### config.mk
export PLATFORM = sky130hd
export DESIGN_NAME = vx_writeback_arbiter
export DESIGN_NICKNAME = d
export VERILOG_FILES = /design/src/rtl/vx_writeback_arbiter.sv
export SDC_FILE = /design/constraint.sdc
export NUM_CORES = 1
export LEC_CHECK = 0
export CAP_MARGIN = 15
export CORE_ASPECT_RATIO = 0.9
export CORE_MARGIN = 10
export CORE_UTILIZATION = 30
export DETAILED_ROUTE_END_ITERATION = 7
export GPL_TIMING_DRIVEN = 0
export SYNTH_ARGS = -nofsm -noshare
export SYNTH_HDL_FRONTEND = slang
export SYNTH_SLANG_ARGS = --single-unit
### constraint.sdc
create_clock -name clk -period 21.9 [get_ports clk]
set_clock_uncertainty 0.05 [all_clocks]
set_input_delay 4.38 -clock clk [delete_from_list [all_inputs] [get_ports clk]]
set_output_delay 4.38 -clock clk [all_outputs]
set_load 0.01 [all_outputs]
### src/rtl/vx_writeback_arbiter.sv
// Writeback arbiter: merges ALU and load results into one registered register-file write port.
// Define VX_WB_PERF_EN to add the out_perf_alu_stalls counter output.
module vx_writeback_arbiter #(
    parameter int NUM_THREADS    = 4,
    parameter int WARP_W         = 1,
    parameter int MEM_FIFO_DEPTH = 2,
    parameter int MAX_MEM_STREAK = 4
) (
    input  logic                      clk,
    input  logic                      reset,
    input  logic                      in_alu_valid,
    input  logic [WARP_W-1:0]         in_alu_warp,
    input  logic [NUM_THREADS-1:0]    in_alu_mask,
    input  logic                      in_alu_wb,
    input  logic [4:0]                in_alu_rd,
    input  logic [NUM_THREADS*32-1:0] in_alu_data,
    output logic                      out_alu_stall,
    input  logic                      in_mem_valid,
    input  logic [WARP_W-1:0]         in_mem_warp,
    input  logic [NUM_THREADS-1:0]    in_mem_mask,
    input  logic                      in_mem_wb,
    input  logic [4:0]                in_mem_rd,
    input  logic [NUM_THREADS*32-1:0] in_mem_data,
    output logic                      out_mem_ready,
    output logic [WARP_W-1:0]         out_wb_warp,
    output logic [NUM_THREADS-1:0]    out_valid,
    output logic                      out_write_register,
    output logic [4:0]                out_rd,
    output logic [NUM_THREADS*32-1:0] out_write_data
`ifdef VX_WB_PERF_EN
    ,
    output logic [31:0]               out_perf_alu_stalls
`endif
);

    localparam int DW = NUM_THREADS * 32;
    localparam int PW = (MEM_FIFO_DEPTH > 1) ? $clog2(MEM_FIFO_DEPTH) : 1;
    localparam int CW = PW + 1;
    localparam int SW = $clog2(MAX_MEM_STREAK + 1);
    localparam int EW = WARP_W + NUM_THREADS + 1 + 5 + DW;

    logic [EW-1:0]          fifo_mem [MEM_FIFO_DEPTH];
    logic [PW-1:0]          wr_ptr_reg, rd_ptr_reg;
    logic [CW-1:0]          count_reg;
    logic [SW-1:0]          streak_reg;

    logic                   push, grant_mem, grant_alu;
    logic [WARP_W-1:0]      head_warp, sel_warp;
    logic [NUM_THREADS-1:0] head_mask, sel_mask;
    logic                   head_wb, sel_wb, sel_write;
    logic [4:0]             head_rd, sel_rd;
    logic [DW-1:0]          head_data, sel_data;

    assign {head_warp, head_mask, head_wb, head_rd, head_data} = fifo_mem[rd_ptr_reg];

    assign out_mem_ready = (count_reg != CW'(MEM_FIFO_DEPTH));
    assign push          = in_mem_valid && out_mem_ready;
    // A waiting ALU result wins once loads have taken MAX consecutive grants.
    assign grant_mem     = (count_reg != '0) &&
                           !(in_alu_valid && (streak_reg == SW'(MAX_MEM_STREAK)));
    assign grant_alu     = in_alu_valid && !grant_mem;
    assign out_alu_stall = in_alu_valid && !grant_alu;

    always_comb begin
        sel_warp = in_alu_warp;
        sel_mask = in_alu_mask;
        sel_wb   = in_alu_wb;
        sel_rd   = in_alu_rd;
        sel_data = in_alu_data;
        if (grant_mem) begin
            sel_warp = head_warp;
            sel_mask = head_mask;
            sel_wb   = head_wb;
            sel_rd   = head_rd;
            sel_data = head_data;
        end
    end

    assign sel_write = sel_wb && (sel_rd != 5'd0) && (sel_mask != '0);

    // Storage has no reset so it maps onto plain distributed/block memory.
    always_ff @(posedge clk) begin
        if (push)
            fifo_mem[wr_ptr_reg] <= {in_mem_warp, in_mem_mask, in_mem_wb, in_mem_rd, in_mem_data};
    end

    always_ff @(posedge clk or posedge reset) begin
        if (reset) begin
            wr_ptr_reg <= '0;
            rd_ptr_reg <= '0;
            count_reg  <= '0;
            streak_reg <= '0;
        end else begin
            if (push)
                wr_ptr_reg <= (wr_ptr_reg == PW'(MEM_FIFO_DEPTH - 1)) ? '0 : wr_ptr_reg + PW'(1);
            if (grant_mem)
                rd_ptr_reg <= (rd_ptr_reg == PW'(MEM_FIFO_DEPTH - 1)) ? '0 : rd_ptr_reg + PW'(1);
            case ({push, grant_mem})
                2'b10:   count_reg <= count_reg + CW'(1);
                2'b01:   count_reg <= count_reg - CW'(1);
                default: count_reg <= count_reg;
            endcase
            if (!in_alu_valid || grant_alu)
                streak_reg <= '0;
            else if (grant_mem && (streak_reg != SW'(MAX_MEM_STREAK)))
                streak_reg <= streak_reg + SW'(1);
        end
    end

    always_ff @(posedge clk or posedge reset) begin
        if (reset) begin
            out_wb_warp        <= '0;
            out_valid          <= '0;
            out_write_register <= 1'b0;
            out_rd             <= '0;
            out_write_data     <= '0;
        end else if (grant_mem || grant_alu) begin
            out_wb_warp        <= sel_warp;
            out_valid          <= sel_mask;
            out_write_register <= sel_write;
            out_rd             <= sel_rd;
            out_write_data     <= sel_data;
        end else begin
            out_valid          <= '0;
            out_write_register <= 1'b0;
        end
    end

`ifdef VX_WB_PERF_EN
    always_ff @(posedge clk or posedge reset) begin
        if (reset)
            out_perf_alu_stalls <= '0;
        else if (out_alu_stall)
            out_perf_alu_stalls <= out_perf_alu_stalls + 32'd1;
    end
`endif

endmodule

==> results by stage <==
STA:
- The setup TNS is 0 ns.
- Setup slack on the critical path of the routed design comes to ~11 ns.
- For the pin with the worst max-slew slack, the measured transition is approximately 0.68 ns.
- In the finished design, the share of the clock period the worst path needs comes to between 50% and 60%.
- The final setup violation count is 0.
- The final hold violation count was 0.
- Timing would allow up to 91.0 MHz.
- The worst path needs 10.99 ns of the cycle, external delays included.
- Measured against its own limit, the worst slew margin works out to ~55%.
- The final max-slew violation count is 0.
- The post-route worst hold slack is roughly 0.4 ns.
- Setup repair after global routing left no endpoint under its margin.

Final layout:
- The ratio of cells with drive above 1 in the final layout is 17.7%.
- Counting flops per register, the top entry is fifo_mem.
- Leaving out filler cells and counting taps, the final layout contains 2370.
- Summing all non-filler instances in the final layout gives an area of approximately 0.024 mm^2.
- The largest registers in the layout are fifo_mem: 278 flops, out_write_data: 128 flops, out_rd: 5 flops.
- The growth of design area from synthesis to finish is 39.7%.
- For this run, the post-layout net count is around 1900.
- The number of flip-flops under the largest register name is 278.
- The number of fill cells in the layout is 5151.
- The end-of-flow core utilization is a little over two fifths.

Synthesis:
- The synthesized design contains between 200 and 300 enable-type register cells.
- The share of the yosys chip area belonging to registers is 69.5%.
- In the synthesized netlist, the number of instances is about 1100.
- Of the total synthesized cell area, the portion taken by AND, OR, NAND and NOR gates is 5.55%.
- Summing the areas of all fa, ha and maj instances in the mapped netlist gives 0.217% of the synthesized area.
- Summed over all instances, the cell type with the most area after synthesis is sky130_fd_sc_hd__edfxtp_1.
- The post-synthesis area per instance is 15.9 um^2.
- The share of the synthesized area in compound gates (AO/OA/AOI/OAI) is between 10% and 20%.
- The number of synthesized register bits is roughly 420.
- The number of warnings printed during yosys synthesis is 0.
- The main combinational cell family by area after synthesis is compound AO/OA/AOI/OAI gates.
- Of the post-synthesis cell area, the part taken by muxes is 8.06%.
- The share of flip-flops with an asynchronous set or reset is 34.4%.
- Synthesis produced a netlist with a net count of about 1400.
- Of the total synthesized cell area, the portion taken by XOR and XNOR cells is less than 1%.
- The number of distinct library cells after synthesis is 33.
- The cell area that synthesis handed to floorplanning was about 0.017 mm^2.
- By area the synthesized netlist is led by sky130_fd_sc_hd__edfxtp_1 (48%), sky130_fd_sc_hd__dfrtp_1 (21%), sky130_fd_sc_hd__mux2i_1 (8.0%).
- The most used flip-flop cell after synthesis is sky130_fd_sc_hd__edfxtp_1.
- Among all cell types in the netlist, the one instantiated most often is sky130_fd_sc_hd__edfxtp_1.
- The share of the synthesized area in the top cell type is 48.3%.
- After synthesis, the most frequently instantiated cells are sky130_fd_sc_hd__edfxtp_1 (278), sky130_fd_sc_hd__dfrtp_1 (146), sky130_fd_sc_hd__mux2i_1 (138).

Worst setup path:
- On the worst path, the slowest cell contributes a delay of between 0.6 and 0.7 ns.
- The worst path arrival time is approximately 6.6 ns.
- The critical path required time is approximately 17 ns.
- The depth of the worst register-to-register path is 6.
- Along the worst path, the maximum fanout reaches 10.
- The kind of cell adding the most delay to the critical path is buffers and inverters.
- The endpoint of the worst register-to-register path is fifo_mem[0][138].
- For this design, the slowest cell found on the critical path is sky130_fd_sc_hd__clkdlybuf4s50_1.
- The critical path startpoint category is an input pin.
- The type of destination of the critical path is an output port.
- The launching element of the worst setup path is in_alu_valid.
- The depth of the critical timing path with buffers and inverters included is 7.
- The setup path with the least slack is of type input pin to output port.
- Traced cell by cell, the critical path runs through clkdlybuf4s50_1 > buf_2 > buf_6 > buf_2 > nand2_1 > inv_1 > clkdlybuf4s50_1.
- The end of the critical path is out_alu_stall.
- The number of buffers and inverters on the critical path is 6.
- Setup slack on the worst reg-to-reg path comes out at about 20 ns.
- The reg-to-reg critical path startpoint is count_reg[0].

Outcome:
- The flow ran to the end, and the final reports show no timing, DRC or antenna violations.

Power and ir drop:
- The switching power of the nets is approximately 1.1 mW.
- The power density over cell area is 137 mW/mm^2.
- The maximum VDD drop is between 0.06 and 0.07 mV.
- The share of total power consumed by net switching is 34.2%.
- The post-route total power is ~3.3 mW.
- The combinational group share of total power is 39.3%.
- The standby leakage power is approximately 8.8 nW.
- The cell internal power dissipation is between 2 and 2.5 mW.
- The clock network is responsible for a little under a quarter of the overall power.
- The sequential share of power is 37.9%.

Floorplanning:
- The standard cell core area is approximately 0.057 mm^2.
- between 400 and 500 I/O pins were placed.
- The die area is 0.0676 mm^2.
- The vertical extent of the die is roughly 250 um.
- The number of rows created at floorplan is 83.
- For this configuration, the core starts out at a cell density of 30.3%.
- The die outline width is 273 um.

Global route:
- The via count of the first global-routing pass is 11800.
- Global routing used approximately 14% of the available tracks.
- Global routing finished with a remaining overflow of 0.
- The first global-routing pass estimated around 75 mm of wire.
- The largest net degree at the start of global routing is 77.
- The number of antenna violations at the first check in global routing is 7.

Placed design:
- Routability-driven placement finished with a final weighted congestion of 0.799.
- The HPWL after detailed placement is 37.3 mm.
- Summing all placed instances gives a cell area of about 0.023 mm^2.
- The number of placed cells counting well taps is about 2300.
- The pre-CTS setup slack is 10.90 ns.
- Port buffering added 422 buffers.

Drt:
- The total number of vias is 10800.
- The wire length per cell after detailed routing is 21.2 um.
- The via count normalized by instance count is approximately 4.6.
- The met1 routed wirelength after detailed routing is 21.4 mm.
- The routed wire length on met3 is between 3 and 4 mm.
- Once detail routing completed, the nets flagged for antenna violations numbered 0.
- After detailed routing, the total wire length is 50.4 mm.
- Signal routing reaches up to met5.
- The first detailed-routing pass took 6 iterations.
- For this run, design rule violations remaining after detail routing come to 0.
- The wire length on met2 is 24.3 mm.
- For this block, the initial DRC count from the detailed router was ~500.

Clock network:
- The tree built by TritonCTS fans out to 424 sinks.
- The buffer depth of the longest clock path is 3.
- TritonCTS built the clock tree.
- After clock tree synthesis, the clock-pin slew on the worst setup and hold paths is about 0.06 ns.
- Clock tree synthesis selected as its root buffer the cell sky130_fd_sc_hd__clkbuf_16.
- The number of setup buffers added after CTS is 0.
- After clock tree synthesis, the repair step resized 0 gates.
- The number of levels the H-tree was split into is 2.
- Buffers inserted during clock tree synthesis total 46.
- In this run, post-CTS hold repair placed 0 buffers.
- The later pin in the worst-skew pair is clocked with a latency of 0.56 ns.

Job:
- The number of max-cap violations is 0.

Min path:
- The worst min-delay path class is register to register.
==> layer usage <==
metal  track usage (%)  vias up
li1                  -     5086
met1              18.0     5362
met2              23.9      303
met3              4.89       71
met4              3.62       10
met5                 0        -
==> final cells by class <==
cell class / instances / area, um^2 / area share, %
Sequential cell: 424 / 12000 / 49.7
Clock buffer: 70 / 1360 / 5.61
Tap cell: 765 / 957 / 3.96
Antenna cell: 2 / 5.00 / 0.0207
Inverter: 6 / 30.0 / 0.124
Clock inverter: 15 / 110 / 0.456
Timing Repair Buffer: 430 / 4410 / 18.3
Multi-Input combinational cell: 582 / 4800 / 19.9
Buffer: 76 / 465 / 1.93
==> cell usage in the layout (no fill, tap or decap), drive strengths merged <==
| master | n |
|---|---|
| xnor2 | 5 |
| or4 | 2 |
| and3 | 2 |
| nand3 | 5 |
| nor3 | 2 |
| clkinv | 12 |
| a211oi | 133 |
| clkbuf | 80 |
| nor2 | 5 |
| diode | 2 |
| and2b | 4 |
| buf | 74 |
| o21ai | 6 |
| nand2 | 6 |
| bufinv | 1 |
| ha | 3 |
| nand2b | 1 |
| xor2 | 1 |
| edfxtp | 278 |
| o22ai | 1 |
| o2111ai | 1 |
| mux2 | 1 |
| clkdlybuf4s50 | 422 |
| dfrtp | 146 |
| a21oi | 134 |
| mux2i | 138 |
| nor4 | 2 |
| o32ai | 1 |
| nor2b | 129 |
| clkinvlp | 1 |
| inv | 7 |
==> worst min-delay path by stage <==
stage | from | to | slack, ns | cells after the start
after floorplan | streak_reg[0] | streak_reg[0] | 0.38 | 1
after global placement | streak_reg[0] | streak_reg[0] | 0.40 | 1
after detailed placement | streak_reg[0] | streak_reg[0] | 0.41 | 1
after CTS | streak_reg[0] | streak_reg[0] | 0.41 | 1
after global routing | streak_reg[0] | streak_reg[0] | 0.45 | 1
final | streak_reg[0] | streak_reg[0] | 0.41 | 1
==> power by group through the flow <==
stage	combinational (mW)	clock, mW	sequential, mW
after CTS	1.33	0.775	1.25
after floorplan	0.648	0	1.33
after detailed placement	1.32	0	1.26
after global placement	1.29	0	1.30
after global routing	1.41	0.807	1.28
final	1.30	0.752	1.25
==> cell families after synthesis <==
logic type,after synthesis
and+or+nand+nor,158
adders and majority gates,3
xor gates and xnor gates,6
DFF,424
buffers and inverters,82
AOI/OAI and AO/OA,276
muxes,139
(Power assumes the default switching activity.)
